<file path="src/rtl/gray_pkg.sv">
// Shared Gray-code helpers and types for the gray_counter slice.
package gray_pkg;

  localparam int unsigned GRAY_MAX_WIDTH = 32;

  typedef enum logic {
    DIR_DOWN = 1'b0,
    DIR_UP   = 1'b1
  } count_dir_e;

  function automatic logic [GRAY_MAX_WIDTH-1:0] bin2gray(input logic [GRAY_MAX_WIDTH-1:0] b);
    return b ^ (b >> 1);
  endfunction

  // Each binary bit is the XOR of all Gray bits at or above it.
  function automatic logic [GRAY_MAX_WIDTH-1:0] gray2bin(input logic [GRAY_MAX_WIDTH-1:0] g);
    logic [GRAY_MAX_WIDTH-1:0] b;
    b[GRAY_MAX_WIDTH-1] = g[GRAY_MAX_WIDTH-1];
    for (int i = GRAY_MAX_WIDTH - 2; i >= 0; i--) begin
      b[i] = b[i+1] ^ g[i];
    end
    return b;
  endfunction

endpackage

</file>
<file path="src/rtl/gray_counter.sv">
// Up/down binary counter with coherent registered Gray output, load, wrap/saturate and terminal flag.
// Define GRAY_COUNTER_ASSERT_EN to compile in the SVA checks.
module gray_counter
  import gray_pkg::*;
#(
  parameter int unsigned DATA_WIDTH  = 8,
  parameter bit          SATURATE    = 1'b0,
  parameter int unsigned RESET_VALUE = 0
) (
  input  logic                  clk,
  input  logic                  rst,
  input  logic                  en,
  input  logic                  up,
  input  logic                  load,
  input  logic [DATA_WIDTH-1:0] load_value,
  output logic [DATA_WIDTH-1:0] count_bin,
  output logic [DATA_WIDTH-1:0] count_gray,
  output logic                  terminal
);

  localparam logic [DATA_WIDTH-1:0] RESET_BIN  = RESET_VALUE[DATA_WIDTH-1:0];
  localparam logic [DATA_WIDTH-1:0] RESET_GRAY = RESET_BIN ^ (RESET_BIN >> 1);

  logic [DATA_WIDTH-1:0] r_bin, r_gray;
  logic                  r_term;

  logic [DATA_WIDTH:0]   w_inc, w_dec;
  logic [DATA_WIDTH-1:0] w_next_bin, w_next_gray;
  logic                  w_next_term;
  count_dir_e            w_dir;

  // The extra MSB is the carry/borrow that marks a boundary crossing.
  assign w_inc = {1'b0, r_bin} + {{DATA_WIDTH{1'b0}}, 1'b1};
  assign w_dec = {1'b0, r_bin} - {{DATA_WIDTH{1'b0}}, 1'b1};
  assign w_dir = count_dir_e'(up);

  always_comb begin
    // NOTE: defaults first so every path assigns every output; no latches.
    w_next_bin  = r_bin;
    w_next_term = 1'b0;
    if (load) begin
      w_next_bin = load_value;
    end else if (en) begin
      if (w_dir == DIR_UP) begin
        w_next_term = w_inc[DATA_WIDTH];
        if (!(SATURATE && w_inc[DATA_WIDTH])) w_next_bin = w_inc[DATA_WIDTH-1:0];
      end else begin
        w_next_term = w_dec[DATA_WIDTH];
        if (!(SATURATE && w_dec[DATA_WIDTH])) w_next_bin = w_dec[DATA_WIDTH-1:0];
      end
    end
  end

  // Gray is taken from the next binary value so both registers always agree.
  assign w_next_gray = w_next_bin ^ (w_next_bin >> 1);

  always_ff @(posedge clk) begin
    // NOTE: non-blocking assignments for all state so every register sees pre-edge values.
    if (rst) begin
      r_bin  <= RESET_BIN;
      r_gray <= RESET_GRAY;
      r_term <= 1'b0;
    end else begin
      r_bin  <= w_next_bin;
      r_gray <= w_next_gray;
      r_term <= w_next_term;
    end
  end

  assign count_bin  = r_bin;
  assign count_gray = r_gray;
  assign terminal   = r_term;

`ifdef GRAY_COUNTER_ASSERT_EN
  a_coherent : assert property (@(posedge clk) disable iff (rst)
    32'(count_gray) == bin2gray(32'(count_bin)))
    else $error("gray_counter: count_gray incoherent with count_bin");

  a_one_bit : assert property (@(posedge clk) disable iff (rst)
    ($past(en) && !$past(load) && !$past(rst)) |->
      ($countones(count_gray ^ $past(count_gray)) <= 1))
    else $error("gray_counter: step changed more than one Gray bit");

  a_term_cause : assert property (@(posedge clk) disable iff (rst)
    terminal |-> $past(en || load))
    else $error("gray_counter: terminal without a step");
`endif

endmodule

</file>
<file path="config.mk">
export PLATFORM = sky130hd
export DESIGN_NAME = gray_counter
export DESIGN_NICKNAME = d
export VERILOG_FILES = /design/src/rtl/gray_pkg.sv /design/src/rtl/gray_counter.sv
export SDC_FILE = /design/constraint.sdc
export NUM_CORES = 1
export LEC_CHECK = 0
export ABC_CLOCK_PERIOD_IN_PS = 1900
export BUFFER_PORTS_ARGS = -buffer_cell sky130_fd_sc_hd__buf_2
export CAP_MARGIN = 10
export CORE_MARGIN = 2
export CORE_UTILIZATION = 45
export CTS_CLUSTER_SIZE = 8
export DETAILED_ROUTE_END_ITERATION = 8
export PLACE_DENSITY = 0.77
export SLEW_MARGIN = 20
export SYNTH_ARGS = -nofsm -noshare
export SYNTH_HDL_FRONTEND = slang
export SYNTH_SLANG_ARGS = --single-unit
</file>
<file path="constraint.sdc">
create_clock -name clk -period 1.9 [get_ports clk]
set_clock_uncertainty 0.2 [all_clocks]
set_input_delay 0.095 -clock clk [delete_from_list [all_inputs] [get_ports clk]]
set_output_delay 0.095 -clock clk [all_outputs]
set_load 0.005 [all_outputs]
</file>
==> qor.csv <==
metric;value;unit
status;finished with violations;
failing checks;negative setup slack;
antenna cells;0;
Die Ht;50.8;um
crit-path max FO;3;
cts bufs inserted;3;
WP buf/inv;1;
r2r endpoint;count_gray[4]$_SDFF_PP0_;
Crit-path slowest cell;dfxtp_4;
final worst setup slack;-75.1;ps
Boundary Pins;30;
worst-case reg-to-reg path depth;6;
HP Class;input port to flip-flop;
Synth Area per Inst;8.81;sq um
Worst Path Required;1890;ps
synthesis-to-layout area growth;50.3;%
P per Cell Area;645;nW/um^2
die width;50.8;um
# nets final;182;
Synth warnings;0;
Period minus WS final;1980;ps
pin count of the biggest net entering global routing;17;
#FFs+latches synth;16;
Syn Nets;127;
Initial Util;0.488;
pre-CTS setup slack;-113;ps
Final Max Tran Viols;0;
CTS tree;yes;
Seq/Total Area, Yosys;0.324;
global-route wire length before repair;4690;um
CP Cell Sequence;buf_4 > nor4_4 > a2bb2oi_1 > xnor2_1 > mux2i_1 > mux2_2;
slowest stage delay, CP;370;ps
Final Hold Viols;0;
Multi-input gate area;682;sq um
Initial DRC Count;17;
fraction of layout cells with a size suffix above 1;0.440;
Post-synth EDFFs;0;
drt total wl;2880;um
Max IR drop VDD;523;uV
Pleak;0.669;nW
detailed-router iteration count before antenna repair;4;
WP data arrival;1970;ps
vias in the first global route;1057;
antenna viol nets, final;0;
Clock Latency Late Sink;300;ps
Worst path depth;6;
crit path to;count_gray[4]$_SDFF_PP0_;
initial antenna violation count;0;
Sequential Area;330;sq um
crit end category;flip-flop;
core area;2020;sq um
DR DRC count;0;
Setup violations, final;6;
library cells used by synthesis;40;
Clock Sinks;16;
flop2flop setup slack;-80;ps
vias per inst;5.45;
max_cap viols;0;
worst slew pin tran;415;ps
GPL Wtd Cong;0.771;
final core utilization;0.734;
Port Buffers;29;
Core Rows;16;
clk slew on worst S/H paths;100;ps
Post-Synthesis Cells;112;
Clock Tree Root;clkbuf_4;
top_reg_cell synth;dfxtp_1;
Cell Area, Synth;987;sq um
Max Freq;506;MHz
die footprint;2580;sq um
hold wc startpoint;load_value[4];
CP top delay family;multiplexers;
startpoint types;flip-flop;
RSZ-0062 raised after global routing;true;
Congestion Overflow GR;0;
H-tree depth;1;
routed length per instance;14.9;um
Worst Setup SP;count_bin[1]$_SDFF_PP0_;
r2r startpoint;count_bin[1]$_SDFF_PP0_;
part of the cycle the worst path needs;1.04;
async set or reset register ratio after synthesis;0;
clk buf depth;2;
total number of vias;1052;
fillers;162;
slew margin rel.;0.723;
gr usage total;0.242;
HPWL after DPL;1870;um
Crit Path Category;flip-flop to flip-flop;
tightest hold or removal path, delay by kind of cell:
kind	cells	cell delay (ps)
compound gates	2	290
buf+inv	1	80
cell type report:
type / instances / share of cell area
flip-flops and latches: 16 / 0.223
repair buffers: 58 / 0.263
well taps: 27 / 0.0228
inverters: 3 / 0.00759
clock buffers: 4 / 0.0245
multi-input cells: 85 / 0.460
through the flow:
stage                     area [sq um]  TNS (ps)  std cells  power [mW]  hold slack (ps)
after floorplan                   1020      -164        112       0.563             44.0
after global placement            1270      -207        176       0.662              158
after detailed placement          1270      -319        176       0.672              187
after CTS                         1440      -236        192       0.932             5.96
after global routing              1480      -890        193        1.02             38.8
final                             1480      -287        193       0.958             14.1
sequential cells by signal (all words and copies together), names as in the netlist:
signal / cells
count_gray: 7
terminal: 1
count_bin: 8
Yosys cell counts, types with 2 or more instances:
master / n / area (sq um)
nor3_1: 4 / 20.0
ha_1: 2 / 25.0
nor4b_1: 2 / 17.5
and4_1: 2 / 17.5
nor3b_1: 6 / 45.0
a31oi_1: 3 / 18.8
xor2_1: 2 / 17.5
a21oi_1: 7 / 35.0
mux2i_1: 3 / 30.0
nand2_1: 2 / 7.51
and3b_1: 2 / 17.5
xnor2_1: 7 / 61.3
and3_1: 2 / 12.5
nand3_1: 5 / 25.0
a21boi_0: 2 / 15.0
nor2_1: 13 / 48.8
buf_2: 4 / 20.0
a2bb2oi_1: 2 / 17.5
clkbuf_1: 2 / 7.51
o21ai_0: 3 / 15.0
dfxtp_1: 16 / 320
inv_1: 3 / 11.3
placed cells by master, fill, tap and decap left out, types with 2 or more instances in the layout:
cell and n:
buf_2 29, buf_4 18, nor2_1 13, dfxtp_1 12
dlygate4sd3_1 11, xnor2_1 7, a21oi_1 6, nor3b_1 5
nor3_1 4, nand3_1 3, a31oi_1 3, clkbuf_4 3
inv_2 2, a2bb2oi_1 2, mux2i_1 2, nor4b_1 2
o21ai_0 2, or4b_4 2, and4_1 2, and3b_1 2
xor2_1 2, and3_1 2, nand2_1 2, dfxtp_4 2
dfxtp_2 2
how the worst min path moves through the flow:
stage / end / cells after the start / slack [ps]
floorplan: count_bin[6]$_SDFF_PP0_ / 2 / 40
global placement: count_bin[0]$_SDFF_PP0_ / 3 / 160
detailed placement: count_bin[0]$_SDFF_PP0_ / 3 / 190
CTS: count_bin[4]$_SDFF_PP0_ / 3 / 6
global route: count_bin[4]$_SDFF_PP0_ / 3 / 40
finish: count_bin[4]$_SDFF_PP0_ / 3 / 10
per-layer routing:
layer,part of all wire,GRT usage
met3,0.042,0.0380
met1,0.42,0.288
met2,0.52,0.430
met5,0,0
met4,0.014,0.104
cell families (layout without fill, tap and decap cells):
logic type | count (synthesis) | after routing | synth area share
compound gates | 23 | 23 | 0.158
xor+xnor | 9 | 9 | 0.0799
fa+ha+maj | 2 | 2 | 0.0253
buf+inv | 11 | 65 | 0.0583
flops | 16 | 16 | 0.324
mux | 5 | 5 | 0.0570
simple gates | 46 | 46 | 0.297
what timing repair did:
action                                  CTS  global route
gates cloned                              0             0
resized for setup                         4             9
hold buffers                             11             0
setup buffers                             1             1
pin swaps                                 2             1
hold endpoints to repair                 12             0
endpoints found under the setup margin    5            10
power by group:
part           switching (mW)  internal [mW]  leakage [nW]
Combinational           0.145          0.176         0.514
Clock                   0.123          0.117        0.0210
Sequential             0.0275          0.370         0.135
Total                   0.295          0.663         0.669
No activity file was read; power rests on OpenSTA's default activity.
